**src/rtl/mem_pkg.sv**
```systemverilog
// Shared definitions for the load/store unit.
//   - RISC-V funct3 encodings for the supported load/store widths
//   - lsu_state_t: FSM state encoding, also exported as a debug output
//   - is_legal_access(): decides if an access may go to memory at all
package mem_pkg;

  localparam logic [2:0] F3_B  = 3'b000;
  localparam logic [2:0] F3_H  = 3'b001;
  localparam logic [2:0] F3_W  = 3'b010;
  localparam logic [2:0] F3_BU = 3'b100;
  localparam logic [2:0] F3_HU = 3'b101;

  typedef enum logic [1:0] {
    IDLE = 2'd0,
    REQ  = 2'd1,
    DONE = 2'd2
  } lsu_state_t;

  // Legal: byte anywhere, half on even address, word on 4-byte boundary.
  // The unsigned variants (BU/HU) only exist for loads.
  function automatic logic is_legal_access(input logic       is_store,
                                           input logic [2:0] funct3,
                                           input logic [1:0] addr_lo);
    logic ok;
    case (funct3)
      F3_B:    ok = 1'b1;
      F3_H:    ok = ~addr_lo[0];
      F3_W:    ok = (addr_lo == 2'b00);
      F3_BU:   ok = ~is_store;
      F3_HU:   ok = ~is_store & ~addr_lo[0];
      default: ok = 1'b0;
    endcase
    return ok;
  endfunction

endpackage

```
**src/rtl/load_store_unit_if.sv**
```systemverilog
// Bus bundle of the load/store unit: EX request side, writeback response
// side and the data-memory side.
//   slave  : view of the load/store unit itself
//   master : view of the surroundings (core + memory)
//
// Handshake: EX presents a request with req_valid and holds every req_*
// field stable while stall=1. Towards memory, mem_req is the valid; the
// request and all mem_* fields stay stable until a cycle with mem_ready=1,
// in which the access completes (mem_rdata is sampled in that cycle for
// loads). resp_valid is a single-cycle pulse with no back-pressure.
interface load_store_unit_if #(
  parameter int ADDR_W = 32
) ();
  logic              req_valid;
  logic              req_is_store;
  logic [2:0]        req_funct3;
  logic [ADDR_W-1:0] req_addr;
  logic [31:0]       req_wdata;
  logic              stall;
  logic              resp_valid;
  logic [31:0]       resp_rdata;
  logic              fault;
  logic              mem_req;
  logic              mem_we;
  logic [ADDR_W-1:0] mem_addr;
  logic [31:0]       mem_wdata;
  logic [3:0]        mem_be;
  logic              mem_ready;
  logic [31:0]       mem_rdata;

  modport slave (
    input  req_valid, req_is_store, req_funct3, req_addr, req_wdata,
    input  mem_ready, mem_rdata,
    output stall, resp_valid, resp_rdata, fault,
    output mem_req, mem_we, mem_addr, mem_wdata, mem_be
  );

  modport master (
    output req_valid, req_is_store, req_funct3, req_addr, req_wdata,
    output mem_ready, mem_rdata,
    input  stall, resp_valid, resp_rdata, fault,
    input  mem_req, mem_we, mem_addr, mem_wdata, mem_be
  );
endinterface

```
**src/rtl/load_store_unit_load_align.sv**
```systemverilog
// load_align: combinational load-data formatter.
//   rdata_i  : raw 32-bit memory word
//   offset_i : byte offset of the access inside the word
//   funct3_i : load width / signedness
//   result_o : right-aligned, sign- or zero-extended load result
module load_align
  import mem_pkg::*;
(
  input  logic [31:0] rdata_i,
  input  logic [1:0]  offset_i,
  input  logic [2:0]  funct3_i,
  output logic [31:0] result_o
);

  logic [31:0] shifted;

  assign shifted = rdata_i >> {offset_i, 3'b000};

  always_comb begin
    result_o = rdata_i;
    case (funct3_i)
      F3_B:    result_o = {{24{shifted[7]}}, shifted[7:0]};
      F3_BU:   result_o = {24'd0, shifted[7:0]};
      F3_H:    result_o = {{16{shifted[15]}}, shifted[15:0]};
      F3_HU:   result_o = {16'd0, shifted[15:0]};
      default: result_o = rdata_i;
    endcase
  end

endmodule

```
**src/rtl/load_store_unit.sv**
```systemverilog
// load_store_unit: issues one EX load/store at a time to data memory and
// stalls the core until it completes.
//   clk, reset : core clock, synchronous active-high reset
//   bus        : request / response / memory signals (slave view)
//   state_o    : current FSM state, for debug and checkers
module load_store_unit
  import mem_pkg::*;
#(
  parameter int ADDR_W = 32,
  parameter int DATA_W = 32
) (
  input  logic               clk,
  input  logic               reset,
  load_store_unit_if.slave   bus,
  output lsu_state_t         state_o
);

  if (DATA_W != 32) begin : g_data_w_check
    $error("load_store_unit: DATA_W must be 32");
  end

  lsu_state_t        state_q, state_d;
  logic [ADDR_W-1:0] addr_q;
  logic              we_q;
  logic [3:0]        be_q;
  logic [31:0]       wdata_q;
  logic [1:0]        off_q;
  logic [2:0]        f3_q;
  logic [31:0]       rdata_q;

  logic        legal;
  logic        accept;
  logic [31:0] st_wdata;
  logic [3:0]  st_be;
  logic [31:0] load_result;

  assign legal  = is_legal_access(bus.req_is_store, bus.req_funct3, bus.req_addr[1:0]);
  assign accept = (state_q == IDLE) && bus.req_valid && legal;

  // Store lanes: replicate the datum so any byte/half lane carries it;
  // the byte enables select the lane actually written.
  always_comb begin
    st_wdata = bus.req_wdata;
    st_be    = 4'b1111;
    if (bus.req_is_store) begin
      case (bus.req_funct3[1:0])
        2'b00: begin
          st_wdata = {4{bus.req_wdata[7:0]}};
          st_be    = 4'b0001 << bus.req_addr[1:0];
        end
        2'b01: begin
          st_wdata = {2{bus.req_wdata[15:0]}};
          st_be    = 4'b0011 << bus.req_addr[1:0];
        end
        default: begin
          st_wdata = bus.req_wdata;
          st_be    = 4'b1111;
        end
      endcase
    end
  end

  load_align u_load_align (
    .rdata_i  (bus.mem_rdata),
    .offset_i (off_q),
    .funct3_i (f3_q),
    .result_o (load_result)
  );

  always_comb begin
    state_d = state_q;
    case (state_q)
      IDLE:    if (accept) state_d = REQ;
      REQ:     if (bus.mem_ready) state_d = DONE;
      DONE:    state_d = IDLE;  // req_valid still held by EX here is the finished instruction
      default: state_d = IDLE;
    endcase
  end

  always_ff @(posedge clk) begin
    if (reset) begin
      state_q <= IDLE;
      addr_q  <= '0;
      we_q    <= 1'b0;
      be_q    <= 4'b0000;
      wdata_q <= 32'd0;
      off_q   <= 2'b00;
      f3_q    <= 3'b000;
      rdata_q <= 32'd0;
    end else begin
      state_q <= state_d;
      if (accept) begin
        addr_q  <= {bus.req_addr[ADDR_W-1:2], 2'b00};
        we_q    <= bus.req_is_store;
        be_q    <= st_be;
        wdata_q <= st_wdata;
        off_q   <= bus.req_addr[1:0];
        f3_q    <= bus.req_funct3;
      end
      if ((state_q == REQ) && bus.mem_ready && !we_q) begin
        rdata_q <= load_result;
      end
    end
  end

  // A request is abandoned on reset, so stall/fault are forced low then.
  assign bus.stall      = !reset && (accept || (state_q == REQ));
  assign bus.fault      = !reset && (state_q == IDLE) && bus.req_valid && !legal;
  assign bus.resp_valid = (state_q == DONE) && !we_q;
  assign bus.resp_rdata = rdata_q;
  assign bus.mem_req    = (state_q == REQ);
  assign bus.mem_we     = we_q;
  assign bus.mem_addr   = addr_q;
  assign bus.mem_wdata  = wdata_q;
  assign bus.mem_be     = be_q;
  assign state_o        = state_q;

endmodule

```
**src/flat_wrapper.sv**
```systemverilog
// flat-port wrapper written by rule: the top's interface ports become plain ports
module load_store_unit_flat import mem_pkg::*;
#(
  parameter int ADDR_W = 32,
  parameter int DATA_W = 32
)
  (clk, reset, state_o, bus_req_valid, bus_req_is_store, bus_req_funct3, bus_req_addr, bus_req_wdata, bus_mem_ready, bus_mem_rdata, bus_stall, bus_resp_valid, bus_resp_rdata, bus_fault, bus_mem_req, bus_mem_we, bus_mem_addr, bus_mem_wdata, bus_mem_be);
  load_store_unit_if #(.ADDR_W(ADDR_W)) bus_i ();
  input  logic clk;
  input  logic reset;
  output lsu_state_t state_o;
  input wire logic [$bits(bus_i.req_valid)-1:0] bus_req_valid;
  input wire logic [$bits(bus_i.req_is_store)-1:0] bus_req_is_store;
  input wire logic [$bits(bus_i.req_funct3)-1:0] bus_req_funct3;
  input wire logic [$bits(bus_i.req_addr)-1:0] bus_req_addr;
  input wire logic [$bits(bus_i.req_wdata)-1:0] bus_req_wdata;
  input wire logic [$bits(bus_i.mem_ready)-1:0] bus_mem_ready;
  input wire logic [$bits(bus_i.mem_rdata)-1:0] bus_mem_rdata;
  output wire logic [$bits(bus_i.stall)-1:0] bus_stall;
  output wire logic [$bits(bus_i.resp_valid)-1:0] bus_resp_valid;
  output wire logic [$bits(bus_i.resp_rdata)-1:0] bus_resp_rdata;
  output wire logic [$bits(bus_i.fault)-1:0] bus_fault;
  output wire logic [$bits(bus_i.mem_req)-1:0] bus_mem_req;
  output wire logic [$bits(bus_i.mem_we)-1:0] bus_mem_we;
  output wire logic [$bits(bus_i.mem_addr)-1:0] bus_mem_addr;
  output wire logic [$bits(bus_i.mem_wdata)-1:0] bus_mem_wdata;
  output wire logic [$bits(bus_i.mem_be)-1:0] bus_mem_be;
  assign bus_i.req_valid = bus_req_valid;
  assign bus_i.req_is_store = bus_req_is_store;
  assign bus_i.req_funct3 = bus_req_funct3;
  assign bus_i.req_addr = bus_req_addr;
  assign bus_i.req_wdata = bus_req_wdata;
  assign bus_i.mem_ready = bus_mem_ready;
  assign bus_i.mem_rdata = bus_mem_rdata;
  assign bus_stall = bus_i.stall;
  assign bus_resp_valid = bus_i.resp_valid;
  assign bus_resp_rdata = bus_i.resp_rdata;
  assign bus_fault = bus_i.fault;
  assign bus_mem_req = bus_i.mem_req;
  assign bus_mem_we = bus_i.mem_we;
  assign bus_mem_addr = bus_i.mem_addr;
  assign bus_mem_wdata = bus_i.mem_wdata;
  assign bus_mem_be = bus_i.mem_be;
  load_store_unit #(.ADDR_W(ADDR_W), .DATA_W(DATA_W)) u_core (.clk(clk), .reset(reset), .bus(bus_i), .state_o(state_o));
endmodule
```
**config.mk**
```make
export PLATFORM = sky130hd
export DESIGN_NAME = load_store_unit_flat
export DESIGN_NICKNAME = d
export VERILOG_FILES = /design/src/rtl/mem_pkg.sv /design/src/rtl/load_store_unit_if.sv /design/src/rtl/load_store_unit_load_align.sv /design/src/rtl/load_store_unit.sv /design/src/flat_wrapper.sv
export SDC_FILE = /design/constraint.sdc
export NUM_CORES = 1
export LEC_CHECK = 0
export CORE_UTILIZATION = 38
export DETAILED_ROUTE_END_ITERATION = 10
export PLACE_DENSITY = 0.77
export SETUP_SLACK_MARGIN = 0.15
export SYNTH_ARGS = -nofsm -noshare
export SYNTH_HDL_FRONTEND = slang
export SYNTH_SLANG_ARGS = --single-unit
```
**constraint.sdc**
```tcl
create_clock -name clk -period 1.74 [get_ports clk]
set_input_delay 0.174 -clock clk [delete_from_list [all_inputs] [get_ports clk]]
set_output_delay 0.174 -clock clk [all_outputs]
set_load 0.01 [all_outputs]
```
Word-level counts from Yosys, hierarchy flattened
Index checks and enable logic that the tools add are counted.
Widths: inputs -> output; s select.
{ "op_classes": {"n_shift": 3, "eq_ne": 12, "n_mux": 9, "n_bitwise": 3, "n_reduce_logical": 19} }
{ "ops": {"columns": ["cell", "n"], "rows": [
  ["$pmux 32 s4", 1],
  ["$pmux 32 s2", 1],
  ["$mux 32", 1],
  ["$shr 32x5->16", 1],
  ["$eq 3x3->1 const B", 4],
  ["$logic_and 1x1->1", 9],
  ["$pmux 4 s2", 1],
  ["$eq 3x1->1 const B", 2],
  ["$logic_not 2->1", 3],
  ["$logic_not 3->1", 2],
  ["$pmux 1 s5", 1],
  ["$eq 2x1->1 const B", 2],
  ["$mux 2", 2],
  ["$mux 4", 1],
  ["$pmux 2 s2", 1],
  ["$shl 1x2->4 const A", 1],
  ["$shl 2x2->4 const A", 1],
  ["$eq 3x2->1 const B", 1],
  ["$logic_not 1->1", 3],
  ["$eq 2x2->1 const B", 1],
  ["$ne 2x1->1 const B", 1],
  ["$ne 2x2->1 const B", 1],
  ["$not 1->1", 2],
  ["$reduce_and 2->1", 1],
  ["2 further kinds", 2]
]} }
{ "word_totals": {"inputBits": 104, "regBits": 106, "output_inout_bits": 107} }

Logic depth before layout (Yosys ltp)
{ "logic_depth": {"ltp_word": 6, "mapped_depth": 6} }

Hierarchy
From an unflattened synthesis, not the netlist that was laid out.
{ "hier_totals": {"hier_cells": 608, "area_unflattened_um2": 4819.6} }
{ "by_module_without_submodules": {"columns": ["module", "cells_each", "instances", "area_each_um2", "seq_area_each_um2"], "rows": [
  ["load_store_unit", 497, 1, 4103.9, 2122.0],
  ["load_align", 111, 1, 715.7, 0.0]
]} }

Worst setup path before layout
Ideal clock, no wire load.
{ "synth_path": {"kind": "flip-flop to flip-flop", "startpoint": "reg u_core.off_q[1]", "endpoint": "reg u_core.rdata_q[21] (netlist: u_core.bus.resp_rdata[21])", "n_path_buf": 1, "setup_time_ns": 0.134, "required_time_ns": 1.606, "period_less_slack_ns": 1.697, "path_slack_ns": 0.043, "t_arrival_ns": 1.563, "stages_incl_launch_ff": 6, "cell_sequence": "dfxtp_1 > mux2i_1 > o21ai_0 > o31ai_2 > buf_2 > a211oi_1"} }
{ "synth_between": {"elab_chain_cells": 2} }
{ "synth_lines": {"columns": ["element", "line", "text"], "rows": [
  ["start, declared", "load_store_unit.sv:27", "logic [1:0] off_q;"],
  ["start signal, assigned", "load_store_unit.sv:97", "off_q <= bus.req_addr[1:0];"],
  ["$shr 32x5->16", "load_store_unit_load_align.sv:17", "assign shifted = rdata_i >> {offset_i, 3'b000};"],
  ["$pmux 32 s4", "load_store_unit_load_align.sv:21", "case (funct3_i)"],
  ["end signal, assigned", "load_store_unit.sv:101", "rdata_q <= load_result;"],
  ["end, declared", "load_store_unit.sv:29", "logic [31:0] rdata_q;"]
]} }
Every way passes these cells.
A chain may end at the register's enable or synchronous reset.

Worst setup path in the final report
{ "layout_path": {"startpoint": "reg u_core.state_q[1] (netlist: u_core.state_o[1])", "endpoint": "reg u_core.be_q[3] (netlist: u_core.bus.mem_be[3])"} }
{ "layout_between": {"elab_chain_cells": 3} }
{ "layout_lines": {"columns": ["element", "line", "text"], "rows": [
  ["start, declared", "load_store_unit.sv:22", "lsu_state_t state_q, state_d;"],
  ["start signal, assigned", "load_store_unit.sv:91", "state_q <= state_d;"],
  ["$logic_not 2->1", "load_store_unit.sv:38", "assign accept = (state_q == IDLE) && bus.req_valid && legal;"],
  ["$logic_and 1x1->1 (2 in a row)", "load_store_unit.sv:38", null],
  ["end signal, assigned", "load_store_unit.sv:95", "be_q <= st_be;"],
  ["end, declared", "load_store_unit.sv:25", "logic [3:0] be_q;"]
]} }
Every way passes these cells.

==> metrics <==
outcome=finished with violations; failing checks=setup timing; n_diodes=0; clk_lat worst skew=350 ps; ys flop type=dfxtp_1; Final Hold Viols=0; Startpoint Class=register; Routed WL=18000 um; simple logic cell fraction of the synthesized area=22.0%; vias per inst=5.56; combinational power share=22.2%; Cell Area, Synth=0.00470 mm^2; Adder-Cell Fraction of Synth Area=0%; Worst IR Drop VDD=0.649 mV; Post-synth EDFFs=0; Die X=113 um; Post-DP Area=0.00706 mm^2; syn avg cell area=8.12 um^2; post-route cell area=0.00843 mm^2; GRT Total Usage=25.4%; Top cell by count, worst path=buf_6; vias in the first global route=5009; share of cells above drive strength 1=24.5%; iteration count of the initial detailed-routing pass=5; Post-Synthesis Cells=578; Nets=908; reg-to-reg setup timing slack=-10 ps; Sink Count=106; final global-route overflow total=0; PwrDens=762 mW/mm^2; Sw Share=26.0%; slowest stage delay, CP=430 ps; fin crit share=101%; pin count of the biggest net entering global routing=78; Die Ht=113 um; CTS root buffer=clkbuf_16; commonest non-fill, non-tap cells in the layout=198 x clkdlybuf4s50_1, 101 x dfxtp_1, 71 x nand2_1; WP data required=2000 ps; largest family of logic cells by synthesized area=compound AO/OA/AOI/OAI gates; normalized max-slew margin=52.3%; PortBufs=208; Clk pwr share=37.2%; first-pass GRT wire length=25600 um; H-tree Lvls=3; initial cell density of the core=39.1%; clk buf depth=2; IO Pins=211; Post-Synth XOR/XNOR Area=0%; initial drt markers=323; initial antenna violation count=0; P_sw=1.67 mW; delay-heaviest family, CP=buffers and inverters; Core Box Area=0.0120 mm^2; Slew @ Worst Pin=716 ps; # fillers=887; critical path class=reg2reg; Fin Clk Skew=6.06 ps; Area growth syn-to-layout=79.5%; Synth Register Bits=106; Final Max Slew Viols=0; Final WS setup=-14.7 ps; post-DP HPWL=11200 um; Routed Antenna Nets=0; worst-path maximum fanout=7; Yosys cell types=39; Seq/Total Area, Yosys=45.2%; Setup crit end kind=register; max_cap viols=0; Post-synth ARST share=0%; Routed WL per cell=18.9 um; Die ar.=0.0128 mm^2; RSZ-0062 raised after global routing=yes; critical path arrival=2020 ps; CTS tree=built; Reg clk slew, reported paths=70 ps; number of remaining DRC errors=0; Worst path slowest cell=or3b_4; Achievable Freq=0.570 GHz; Setup violations, final=6; cts bufs inserted=9; internal cell power=4.75 mW; mux contribution to synthesized area=5.57%; synth warn=0; sequential share of power=40.7%; setup TNS=-47.8 ps; RePlAce Congestion=0.864; Leak=3.05 nW; Synth Area in Compound Gates=22.0%; Buf/Inv on CP=4; minimum clock period=1750 ps; Min-Delay Path Class=in2reg; commonest non-fill, non-tap cell in the layout=clkdlybuf4s50_1; Vias=5313; Placement Rows=40; worst-path cell chain=or3b_4, buf_6, a21oi_4, buf_6, buf_12, buf_8, nor2_2, a311oi_1
[worst min-delay path: stages]
cell     delay [ps]
buf_4           130
buf_4           250
a21oi_2          40
[path summary, 6_finish.rpt]
kind / startpoint / endpoint / cells after the start
hold reg to reg: u_core.bus.mem_addr[25] / u_core.bus.mem_addr[25] / 2
hold / removal: reset / u_core.bus.mem_addr[31] / 3
setup / recovery: u_core.state_o[1] / u_core.bus.mem_be[3] / 8
setup reg to reg: u_core.state_o[1] / u_core.bus.mem_be[3] / 8
[Yosys cell counts, drive strengths merged (2+ instances only)]
master,number,area (um^2)
o32ai,7,61.3
a211oi,32,240
clkbuf,32,120
inv,2,7.51
or3b,3,26.3
dfxtp,106,2120
a21oi,78,394
buf,19,118
and2,7,43.8
o21ai,50,250
nor3,5,36.3
nand2b,18,113
a311oi,2,17.5
mux2i,25,250
nor3b,3,22.5
nor2,50,188
nand2,98,368
nand3b,23,173
nor2b,4,25.0
[cell families (layout without fill, tap and decap cells)]
| group | count (synthesis) | in the layout |
|---|---|---|
| and+or+nand+nor | 215 | 215 |
| AOI/OAI and AO/OA | 177 | 177 |
| DFF | 106 | 106 |
| other | 1 | 2 |
| muxes | 26 | 26 |
| buffers and inverters | 53 | 283 |
[layer usage]
metal | GRT usage [%] | share of wire, % | up-vias
met4 | 11.3 | 3.8 | 0
met3 | 7.39 | 8.9 | 45
met2 | 42.8 | 49 | 266
li1 | - | - | 2461
met1 | 30.1 | 38 | 2541
met5 | 0 | 0 | -
[through the flow]
step           hold WS (ps)  power [mW]  util (%)  worst slack [ps]  instances
2_1_floorplan           310        3.13         -               147        579
3_3_place_gp            441        3.74      58.8              -529        916
3_5_place_dp            448        3.77      58.8              -518        916
4_1_cts                 253        6.25      64.1             -16.3        942
5_1_grt                 318        6.65      70.2             -51.4        956
6_report                299        6.42      70.2             -14.7        956
[state kept, by name (all words and copies together), names as in the netlist]
signal and cells:
u_core.bus.mem_addr 30, u_core.bus.mem_be 4, u_core.state_o 2, u_core.bus.mem_we 1
u_core.bus.resp_rdata 32, u_core.f3_q 3, u_core.off_q 2, u_core.bus.mem_wdata 32
[power by group through the flow]
stage                     logic [mW]  registers (mW)  clock network, mW
after floorplan                0.432            2.70                  0
after global placement          1.09            2.66                  0
after detailed placement        1.11            2.66                  0
after CTS                       1.21            2.61               2.43
after global routing            1.51            2.63               2.52
final                           1.42            2.61               2.39
[area by class of cell]
type | count | area (um^2) | share of cell area [%]
clock buffers | 10 | 239 | 2.84
clock inverters | 6 | 113 | 1.34
inverters | 2 | 7.51 | 0.0891
multi-input cells | 420 | 2920 | 34.7
flip-flops and latches | 106 | 2130 | 25.3
well taps | 147 | 184 | 2.18
repair buffers | 265 | 2830 | 33.6
[timing repair]
action / 4_1_cts / 5_1_grt
endpoints found under the hold margin: 0 / 0
pin swaps: 12 / 45
hold buffers: 0 / 0
cloned: 4 / 7
endpoints found under the setup margin: 102 / 106
setup buffers: 6 / 8
resized for setup: 51 / 144
Power figures use the tool's default switching activity.
